**config.mk**
```make
export PLATFORM = sky130hd
export DESIGN_NAME = obi_rr_arbiter_outstanding
export DESIGN_NICKNAME = d
export VERILOG_FILES = /design/src/rtl/obi_rr_arbiter_outstanding.sv
export SDC_FILE = /design/constraint.sdc
export NUM_CORES = 1
export LEC_CHECK = 0
export CAP_MARGIN = 20
export CORE_AREA = 5 5 120 122
export DETAILED_ROUTE_END_ITERATION = 8
export DIE_AREA = 0 0 125 127
export PLACE_DENSITY_LB_ADDON = 0.12
export SYNTH_ARGS = -nofsm -noshare
export SYNTH_HDL_FRONTEND = slang
export SYNTH_SLANG_ARGS = --single-unit
```
**constraint.sdc**
```tcl
create_clock -name clk_i -period 2.28 [get_ports clk_i]
set_clock_uncertainty 0.15 [all_clocks]
set_input_delay 0.456 -clock clk_i [delete_from_list [all_inputs] [get_ports clk_i]]
set_output_delay 0.456 -clock clk_i [all_outputs]
set_load 0.005 [all_outputs]
```
**src/rtl/obi_rr_arbiter_outstanding.sv**
```systemverilog
// Round-robin OBI arbiter: NMASTER masters share one slave port.
// An in-order owner FIFO routes each rvalid back to the master that issued
// the transaction and caps in-flight transactions at MaxOutstanding.

package obi_rr_pkg;

  typedef struct packed {
    logic        req;
    logic        we;
    logic [3:0]  be;
    logic [31:0] addr;
    logic [31:0] wdata;
  } obi_req_t;

  typedef struct packed {
    logic        gnt;
    logic        rvalid;
    logic [31:0] rdata;
  } obi_resp_t;

endpackage

module obi_rr_arbiter_outstanding
  import obi_rr_pkg::*;
#(
  parameter int NMASTER        = 2,
  parameter int MaxOutstanding = 1
) (
  input  logic                                 clk_i,
  input  logic                                 rst_ni,
  input  obi_req_t  [NMASTER-1:0]              master_req_i,
  output obi_resp_t [NMASTER-1:0]              master_resp_o,
  output obi_req_t                             slave_req_o,
  input  obi_resp_t                            slave_resp_i,
  output logic [$clog2(MaxOutstanding+1)-1:0]  outstanding_cnt_o,
  output logic                                 spurious_rvalid_o
);

  localparam int IdxW = (NMASTER > 1) ? $clog2(NMASTER) : 1;
  localparam int CntW = $clog2(MaxOutstanding + 1);
  localparam int PtrW = (MaxOutstanding > 1) ? $clog2(MaxOutstanding) : 1;

  // Arbitration state
  logic [IdxW-1:0] rr_ptr;
  logic            lock;
  logic [IdxW-1:0] lock_idx;

  // Owner FIFO: one master index per granted-but-unanswered transaction
  logic [IdxW-1:0] fifo_mem [MaxOutstanding];
  logic [PtrW-1:0] wptr;
  logic [PtrW-1:0] rptr;
  logic [CntW-1:0] cnt;

  // Combinational decisions
  logic            arb_en;
  logic            win_vld;
  logic [IdxW-1:0] win_idx;
  logic [IdxW-1:0] head_idx;
  logic            hs;
  logic            pop;

  // FIFO pointers wrap at MaxOutstanding, which need not be a power of two
  function automatic logic [PtrW-1:0] ptr_inc(input logic [PtrW-1:0] p);
    return (p == PtrW'(MaxOutstanding - 1)) ? '0 : p + PtrW'(1);
  endfunction

  // Next master after the one just served, wrapping to 0
  function automatic logic [IdxW-1:0] rr_next(input logic [IdxW-1:0] idx);
    return (idx == IdxW'(NMASTER - 1)) ? '0 : idx + IdxW'(1);
  endfunction

  assign arb_en   = (cnt < CntW'(MaxOutstanding));
  assign head_idx = fifo_mem[rptr];
  assign hs       = win_vld & slave_resp_i.gnt;
  // cnt is held at 0 during reset, so pop cannot fire then
  assign pop      = slave_resp_i.rvalid & (cnt != '0);

  // Pick the winner: locked master first, else round-robin scan from rr_ptr
  always_comb begin
    win_vld = 1'b0;
    win_idx = '0;
    if (lock) begin
      win_vld = 1'b1;
      win_idx = lock_idx;
    end else if (arb_en) begin
      // Upper part of the ring: rr_ptr .. NMASTER-1
      for (int i = 0; i < NMASTER; i++) begin
        if (!win_vld && (i >= int'(rr_ptr)) && master_req_i[i].req) begin
          win_vld = 1'b1;
          win_idx = IdxW'(i);
        end
      end
      // Wrapped part of the ring: 0 .. rr_ptr-1
      for (int i = 0; i < NMASTER; i++) begin
        if (!win_vld && (i < int'(rr_ptr)) && master_req_i[i].req) begin
          win_vld = 1'b1;
          win_idx = IdxW'(i);
        end
      end
    end
    // Nothing reaches the slave while reset is asserted
    if (!rst_ni) begin
      win_vld = 1'b0;
    end
  end

  // Forward the winner's request to the slave; zero when idle
  always_comb begin
    slave_req_o = '0;
    if (win_vld) begin
      slave_req_o     = master_req_i[win_idx];
      slave_req_o.req = 1'b1;
    end
  end

  // Route gnt to the winner, rvalid to the FIFO head, rdata to everyone
  always_comb begin
    for (int i = 0; i < NMASTER; i++) begin
      master_resp_o[i].rdata  = slave_resp_i.rdata;
      master_resp_o[i].gnt    = win_vld & slave_resp_i.gnt & (win_idx == IdxW'(i));
      master_resp_o[i].rvalid = pop & (head_idx == IdxW'(i));
    end
  end

  assign outstanding_cnt_o = cnt;
  assign spurious_rvalid_o = rst_ni & slave_resp_i.rvalid & (cnt == '0);

  // Round-robin pointer and lock: advance on handshake, hold a stalled winner
  always_ff @(posedge clk_i or negedge rst_ni) begin
    if (!rst_ni) begin
      rr_ptr   <= '0;
      lock     <= 1'b0;
      lock_idx <= '0;
    end else if (win_vld) begin
      if (slave_resp_i.gnt) begin
        rr_ptr <= rr_next(win_idx);
        lock   <= 1'b0;
      end else begin
        lock     <= 1'b1;
        lock_idx <= win_idx;
      end
    end
  end

  // FIFO pointers and occupancy; push on handshake, pop on routed rvalid
  always_ff @(posedge clk_i or negedge rst_ni) begin
    if (!rst_ni) begin
      wptr <= '0;
      rptr <= '0;
      cnt  <= '0;
    end else begin
      if (hs) begin
        wptr <= ptr_inc(wptr);
      end
      if (pop) begin
        rptr <= ptr_inc(rptr);
      end
      case ({hs, pop})
        2'b10:   cnt <= cnt + CntW'(1);
        2'b01:   cnt <= cnt - CntW'(1);
        default: cnt <= cnt;
      endcase
    end
  end

  // Owner storage; contents are only meaningful below cnt, so no reset
  always_ff @(posedge clk_i) begin
    if (hs) begin
      fifo_mem[wptr] <= win_idx;
    end
  end

`ifndef SYNTHESIS
  // A held request never coexists with a full FIFO
  assert property (@(posedge clk_i) disable iff (!rst_ni)
                   !(lock && (cnt == CntW'(MaxOutstanding))));
  // Occupancy never exceeds the FIFO depth
  assert property (@(posedge clk_i) disable iff (!rst_ni)
                   cnt <= CntW'(MaxOutstanding));
`endif

endmodule

```
# ---- After elaboration in Yosys (flattened, before gate mapping)
# Memory sizes are Yosys's and may differ from the RTL's.
# Index checks and enable logic that the tools add are counted.
dict set report word_totals {
  reg_bits 4
  ramBits 1
  input_bits 176
  output_inout_bits 140
  elab_cells 57
  mem_count 1
}
dict set report op_classes {
  addsub 3
  order_cmp 4
  eq_ne 2
  muxes 22
  bitwise 12
  n_reduce_logical 9
}
# name depth width read_ports rd_ports_with_merged_regs wr line
set memory_table {}
lappend memory_table {fifo_mem 1 1 1 0 1 49} ;# logic [IdxW-1:0] fifo_mem [MaxOutstanding];
# op count
set ops {}
lappend ops {{$mux 69} 2}
lappend ops {{$mux 70} 1}
lappend ops {{$mux 1} 18}
lappend ops {{$and 1x1->1} 8}
lappend ops {{$logic_and 1x1->1} 4}
lappend ops {{$not 1->1} 4}
lappend ops {{$reduce_and 2->1} 2}
lappend ops {{$add 1x1->1 const B} 2}
lappend ops {{$eq 2x1->1 const B} 1}
lappend ops {{$eq 2x2->1 const B} 1}
lappend ops {{$logic_not 1->1} 2}
lappend ops {{$lt 1x2->1 const B} 1}
lappend ops {{$pmux 1 s2} 1}
lappend ops {{$reduce_bool 2->1} 1}
lappend ops {{$ge 1x1->1 const A} 1}
lappend ops {{$lt 1x1->1 const A} 1}
lappend ops {{$lt 1x1->1 const B} 1}
lappend ops {{$sub 1x1->1 const B} 1}

# ---- Depth between registers and ports, before layout
# Gate-level depths: netlist of the first run.
dict set report logic_depth {
  ltp_word 20
  mapped_depth 7
  depth_no_buf 6
}

# ---- Worst setup path after synthesis of the first run
# OpenSTA, ideal clock, no wires.
dict set report synth_timing {
  kind {register -> output}
  start {register cnt, in the netlist outstanding_cnt_o}
  end {output slave_req_o[17] (netlist bit)}
  arrival_ps 1404
  required_time_ps 1674
  path_slack_ps 270
  path_stages_with_launch 8
  n_path_buf 2
  path_cell_list {dfrtp_1 -> nand2b_4 -> o31a_1 -> buf_6 -> clkinv_4 -> buf_8 -> nand2_1 -> a21oi_2}
}
# item line
set synth_lines {}
lappend synth_lines {{from (decl)} 52} ;# logic [CntW-1:0] cnt;
lappend synth_lines {{from (signal assigned)} 159} ;# 2'b10: cnt <= cnt + CntW'(1);
lappend synth_lines {{from (signal assigned)} 160} ;# 2'b01: cnt <= cnt - CntW'(1);
lappend synth_lines {{from (signal assigned)} 161} ;# default: cnt <= cnt;
lappend synth_lines {{to (decl)} 33} ;# output obi_req_t slave_req_o,

==> results of run 1 <==
[timing repair]
action,CTS,global route
pin swaps,66,15
setup buffers,16,6
setup endpoints to repair,75,71
gates cloned,13,0
resized for setup,377,49
[worst max-delay path, cell delays in order (launching register included)]
cell      delay [ns]
dfrtp_1         0.36
nand2b_4        0.15
o31a_4          0.37
buf_6           0.13
buf_8           0.12
buf_12          0.12
buf_12          0.13
buf_6           0.11
nand2_2         0.05
a21oi_2         0.05
buf_2           0.12
[cell families after synthesis]
group,Yosys count,synth area share
compound gates,73,0.226
xor+xnor,1,0.00468
fa+ha+maj,1,0.00668
buf+inv,91,0.355
flops,5,0.0695
mux,2,0.0120
simple gates,151,0.326
[stage by stage]
stage | hold slack, ns | worst slack (ns) | power (W)
6_report | 0.198 | -0.265 | 0.00370
5_1_grt | 0.239 | -0.323 | 0.00396
4_1_cts | 0.197 | -0.282 | 0.00379
3_5_place_dp | 0.350 | -0.872 | 0.00231
3_3_place_gp | 0.341 | -0.832 | 0.00231
2_1_floorplan | 0.0104 | 0.270 | 0.00125
[layout make-up]
cell class / instances / area share
clock buffer: 4 / 0.0171
inverter: 4 / 0.00596
multi-input combinational: 228 / 0.312
sequential: 5 / 0.0282
tap: 176 / 0.0477
timing repair buffer: 276 / 0.589
[worst paths after layout]
path                                    from  cells after the start  slack (ns)                 to
min in group clk_i                  lock_idx                      1        0.36           lock_idx
hold / removal                        rst_ni                      2        0.20               lock
setup reg to reg           outstanding_cnt_o                      7        0.24           lock_idx
hold reg to reg                     lock_idx                      1        0.36           lock_idx
max in group asynchronous             rst_ni                      2        1.67  outstanding_cnt_o
setup / recovery           outstanding_cnt_o                     10       -0.26    slave_req_o[51]
[flip-flops by register name (all words and copies together), names as in the netlist]
| name | flops |
|---|---|
| lock | 1 |
| outstanding_cnt_o | 1 |
| rr_ptr | 1 |
| lock_idx | 1 |
| fifo_mem | 1 |
[routing by layer]
metal	GRT usage	up-vias	part of all wire	wire length, um
met3	0.0551	20	0.099	1170
met5	0.00310	-	0	0
met1	0.129	1281	0.33	3910
met4	0.0427	0	0.021	249
met2	0.274	191	0.55	6480
li1	-	1359	-	-
[cell usage after synthesis, drive strengths merged]
library cell / instances
a21oi: 69
and2: 1
and3: 1
buf: 81
clkbuf: 6
clkinv: 1
dfrtp: 4
edfxtp: 1
ha: 1
inv: 3
mux2: 2
nand2: 141
nand2b: 1
nor2: 4
nor2b: 2
nor3: 1
o21ai: 1
o21ba: 1
o22ai: 1
o31a: 1
xnor2: 1
[power by group through the flow]
stage	Combinational [W]	Clock, W	Sequential, W
6_report	0.00326	0.000291	0.000149
3_5_place_dp	0.00216	0	0.000145
3_3_place_gp	0.00217	0	0.000145
4_1_cts	0.00334	0.000296	0.000150
5_1_grt	0.00351	0.000303	0.000154
2_1_floorplan	0.00110	0	0.000153
[layout by cell type, fill, tap and decap left out, drive strengths merged]
master	synthesis	layout
clkbuf	6	7
clkinv	1	1
and3	1	1
nand2	141	141
clkdlybuf4s15	0	5
nor3	1	1
clkdlybuf4s50	0	143
xnor2	1	1
nor2b	2	2
bufbuf	0	5
buf	81	116
and2	1	1
a21oi	69	69
inv	3	3
mux2	2	2
o22ai	1	1
dfrtp	4	4
dlygate4sd2	0	4
nand2b	1	1
edfxtp	1	1
o21ba	1	1
ha	1	1
o31a	1	1
nor2	4	4
o21ai	1	1
==> reports/metrics.cfg, run 1 <==
[run_status]
status=finished, violations left
violations=setup timing

[grt]
antenna_found_initial=0
grt-ovfl-total=0
grt_pass1_vias=3105
groute.usage.overall=0.138
grt_pass1_wl_mm=17.6
grt_max_degree=40

[layout]
multi_input_area_sq_um=1440
syn_to_final_growth_pct=147
layout.nets=695
postLayoutCoreUtil=0.353
seq_area_sq_um=130
fin_cells=693
num-fill-cells=1416
drive_gt1_frac=0.460
final_area_sq_um=4620
num_antenna_cells=0

[floorplanning]
dieArea_sq_um=15900
die_h_um=127
die_w_um=125
num_io_pins=316
core_area_sq_um=13100
start_util=0.143
rows=42

[placement]
gp_congestion=0.820
hpwl_mm=8.23
place_inst=659
portBuffers=219
place_area_sq_um=3890

[cts]
hold_buffers=0
cts-root-buf=clkbuf_16
cts.path.max_buffers=2
insertion_delay_ns=0.23
cts_sinks=5
cts_buffers=3
clk_pin_slew_ns=0.03
h-tree-depth=1
cts_tree=built

[worst_setup_path]
crit_arrival_ns=1.94
path_class=reg2out
path_max_fanout=8
required_ns=1.67
cp-end-kind=output pin
startpoint_type=flop

[synth]
synth.largest_area_cell=nand2_1
synth_top_area_frac=0.265
synth_top_cells_by_area=nand2_1, buf_4, a21oi_1
syn-num-nets=501
synth_area_sq_um=1870
yosys_warnings=0
synth_cell_type_count=28
synthCells=324
avgSynthCellArea_sq_um=5.78
yosysSeqAreaShare=0.0695
ys_seq_elements=5

[sta]
worst_pin_slew_ns=0.224
relSlewSlack=0.851
period_share=1.12
slew_violations=0
timing.fmax_mhz=393
finalHoldViolCount=0
period_minus_slack_ns=2.54
finalSetupViolCount=71
setup_tns_ns=-13.56
fin_ws_ns=-0.265
rsz0062_at_grt=true

[pwr]
intPower_w=0.00221
power_switching_w=0.00149
ir_drop_mv=0.362
power_leakage_nw=2.17
pwr-share-clk=0.079
seq_power_share=0.040
combPwrFrac=0.881
switching_share=0.403
power_density_nw_per_um2=800

[route]
dr.pass1.iters=4
wl_mm=11.8
vias=2851
viasPerCell=4.11
routedWlPerCell_um=17.0
drt_iter0_markers=51
detail-route-antenna-nets=0
drc_errors=0

[worst_hold_path]
hp-class=in2async

[job]
max-cap-violations=0

Note: power is estimated with default switching activity, not from simulation.
==> inputs of run 2 (changes only) <==
--- a/config.mk
+++ b/config.mk
@@ -7,6 +7,7 @@
 export LEC_CHECK = 0
 export CAP_MARGIN = 20
 export CORE_AREA = 5 5 120 122
+export CTS_BUF_LIST = sky130_fd_sc_hd__clkbuf_16
 export DETAILED_ROUTE_END_ITERATION = 8
 export DIE_AREA = 0 0 125 127
 export PLACE_DENSITY_LB_ADDON = 0.12
==> run 2 against run 1 <==
Effect of this change: the flow still finishes with violations (setup timing); global-route usage is the same; non-clock buffer count unchanged; core utilization stayed put; largest cell class unchanged; critical path type unchanged; hold slack stayed put; combinational power hardly changed; register-to-register slack is essentially flat; critical endpoint unchanged; clock power fell by 2%; cell count did not move.
==> reports/metrics.cfg, run 2 (same netlist as run 1, synthesis figures left out) <==
[cts]
h-tree-depth=1  ; unchanged
cts_tree=built
cts-root-buf=clkbuf_16
insertion_delay_ns=0.23  ; about the same
cts_sinks=5  ; unchanged
hold_buffers=0  ; unchanged
clk_pin_slew_ns=0.03  ; about the same
cts.path.max_buffers=2  ; unchanged
cts_buffers=3  ; unchanged

[job]
max-cap-violations=0  ; unchanged

[worst_setup_path]
path_buf_inv=6  ; unchanged
startpoint_type=flop
crit_arrival_ns=1.94  ; about the same
cp_cell_sequence=nand2b_4, o31a_4, buf_6, buf_8, buf_12, buf_12, buf_6, nand2_2, a21oi_2, buf_2
worst_path_max_delay_cell=o31a_4
slowest_delay_ns=0.37  ; about the same
path_class=reg2out
cp-end-kind=output pin
required_ns=1.67  ; about the same
critical_path.top_delay_family=buffers and inverters
path_max_fanout=8  ; unchanged

[sta]
finalSetupViolCount=71  ; unchanged
worst_pin_slew_ns=0.224  ; unchanged
fin_ws_ns=-0.265  ; -0.000261 ns
holdWs_ns=0.198  ; unchanged
setup_tns_ns=-13.58  ; -0.0185 ns
period_share=1.12  ; about the same
finalHoldViolCount=0  ; unchanged
rsz0062_at_grt=true
period_minus_slack_ns=2.55  ; +0.000261 ns
relSlewSlack=0.851  ; unchanged
slew_violations=0  ; unchanged
timing.fmax_mhz=393  ; about the same

[pwr]
seq_power_share=0.040  ; about the same
ir_drop_mv=0.362  ; about the same
intPower_w=0.00220  ; -0.21%
power_leakage_nw=2.17  ; +0.19%
pwr-share-clk=0.078  ; about the same
switching_share=0.404  ; +0.000548
combPwrFrac=0.882  ; about the same
power_switching_w=0.00149  ; about the same
power_density_nw_per_um2=800  ; -0.12%

[layout]
postLayoutCoreUtil=0.353  ; unchanged
layout.nets=695  ; unchanged
fin_cells=693  ; unchanged
final_cell_mix=clkdlybuf4s50_1, nand2_1, buf_2
drive_gt1_frac=0.460  ; unchanged
mostFrequentLayoutCell=clkdlybuf4s50_1
syn_to_final_growth_pct=147  ; unchanged
num_antenna_cells=0  ; unchanged

[floorplanning]
rows=42  ; unchanged
core_area_sq_um=13100  ; unchanged
start_util=0.143  ; unchanged
die_h_um=127  ; unchanged
num_io_pins=316  ; unchanged
dieArea_sq_um=15900  ; unchanged
die_w_um=125  ; unchanged

[placement]
place_inst=659  ; unchanged
portBuffers=219  ; unchanged
preCtsSetupSlack_ns=-0.872  ; unchanged
hpwl_mm=8.23  ; unchanged
gp_congestion=0.820  ; unchanged

[route]
wl_met1_mm=3.91  ; unchanged
routedWlPerCell_um=17.0  ; unchanged
wl_mm=11.8  ; unchanged
top_layer=met4
dr.pass1.iters=4  ; unchanged
detail-route-antenna-nets=0  ; unchanged
drt_iter0_markers=51  ; unchanged
dr_wl_met2_mm=6.48  ; unchanged
wl_met3_mm=1.17  ; unchanged
viasPerCell=4.11  ; unchanged
drc_errors=0  ; unchanged
vias=2851  ; unchanged

[worst_hold_path]
hp-class=in2async

[grt]
grt_max_degree=40  ; unchanged
grt_pass1_vias=3105  ; unchanged
grt-ovfl-total=0  ; unchanged
antenna_found_initial=0  ; unchanged
groute.usage.overall=0.138  ; unchanged
grt_pass1_wl_mm=17.6  ; unchanged

[run_status]
violations=setup timing
status=finished, violations left

==> run 2: through the flow <==
step | area [sq um] | power, W
floorplan | 1870 | 0.00125
finish | 4620 | 0.00369
global route | 4620 | 0.00396
global placement | 3890 | 0.00231
CTS | 4590 | 0.00378
detailed placement | 3890 | 0.00231
==> run 2: worst paths after layout <==
kind	slack, ns	startpoint	to	depth (start not counted)
setup / recovery	-0.27	outstanding_cnt_o	slave_req_o[51]	10
hold / removal	0.20	rst_ni	lock	2
setup reg to reg	0.24	outstanding_cnt_o	lock_idx	7
hold reg to reg	0.36	lock_idx	lock_idx	1
max in group asynchronous	1.67	rst_ni	outstanding_cnt_o	2
min in group clk_i	0.36	lock_idx	lock_idx	1
==> run 2: worst reg2reg max path: stages, from the launching register on <==
cell and delay [ns]:
dfrtp_1 0.36, buf_4 0.16, o21ba_4 0.23, o21ai_4 0.07, buf_4 0.16, bufbuf_16 0.28
nor3_1 0.16, mux2_2 0.35
==> run 2: repair_timing <==
| action | 4_1_cts | 5_1_grt |
|---|---|---|
| cloned | 13 | 0 |
| setup endpoints to repair | 75 | 71 |
| resized for setup | 377 | 49 |
| pin swaps | 66 | 15 |
| setup buffers | 16 | 6 |
==> run 2: cell type report <==
type / instances / area (sq um)
Fill cell: 1416 / 8460
Timing Repair Buffer: 276 / 2720
Multi-Input combinational cell: 228 / 1440
Tap cell: 176 / 220
Sequential cell: 5 / 130
Clock buffer: 3 / 75.1
Inverter: 4 / 27.5
Clock inverter: 1 / 3.75
==> run 2: power by group through the flow <==
stage / registers (W) / clock network (W) / logic, W
4_1_cts: 0.000150 / 0.000292 / 0.00334
6_report: 0.000149 / 0.000286 / 0.00326
5_1_grt: 0.000154 / 0.000299 / 0.00351
3_3_place_gp: 0.000145 / 0 / 0.00217
3_5_place_dp: 0.000145 / 0 / 0.00216
2_1_floorplan: 0.000153 / 0 / 0.00110
==> run 2: routing by layer <==
metal / global-route usage / vias up
met4: 0.0427 / 0
met2: 0.274 / 191
met3: 0.0551 / 20
met1: 0.129 / 1281
li1: - / 1359
met5: 0.00310 / -
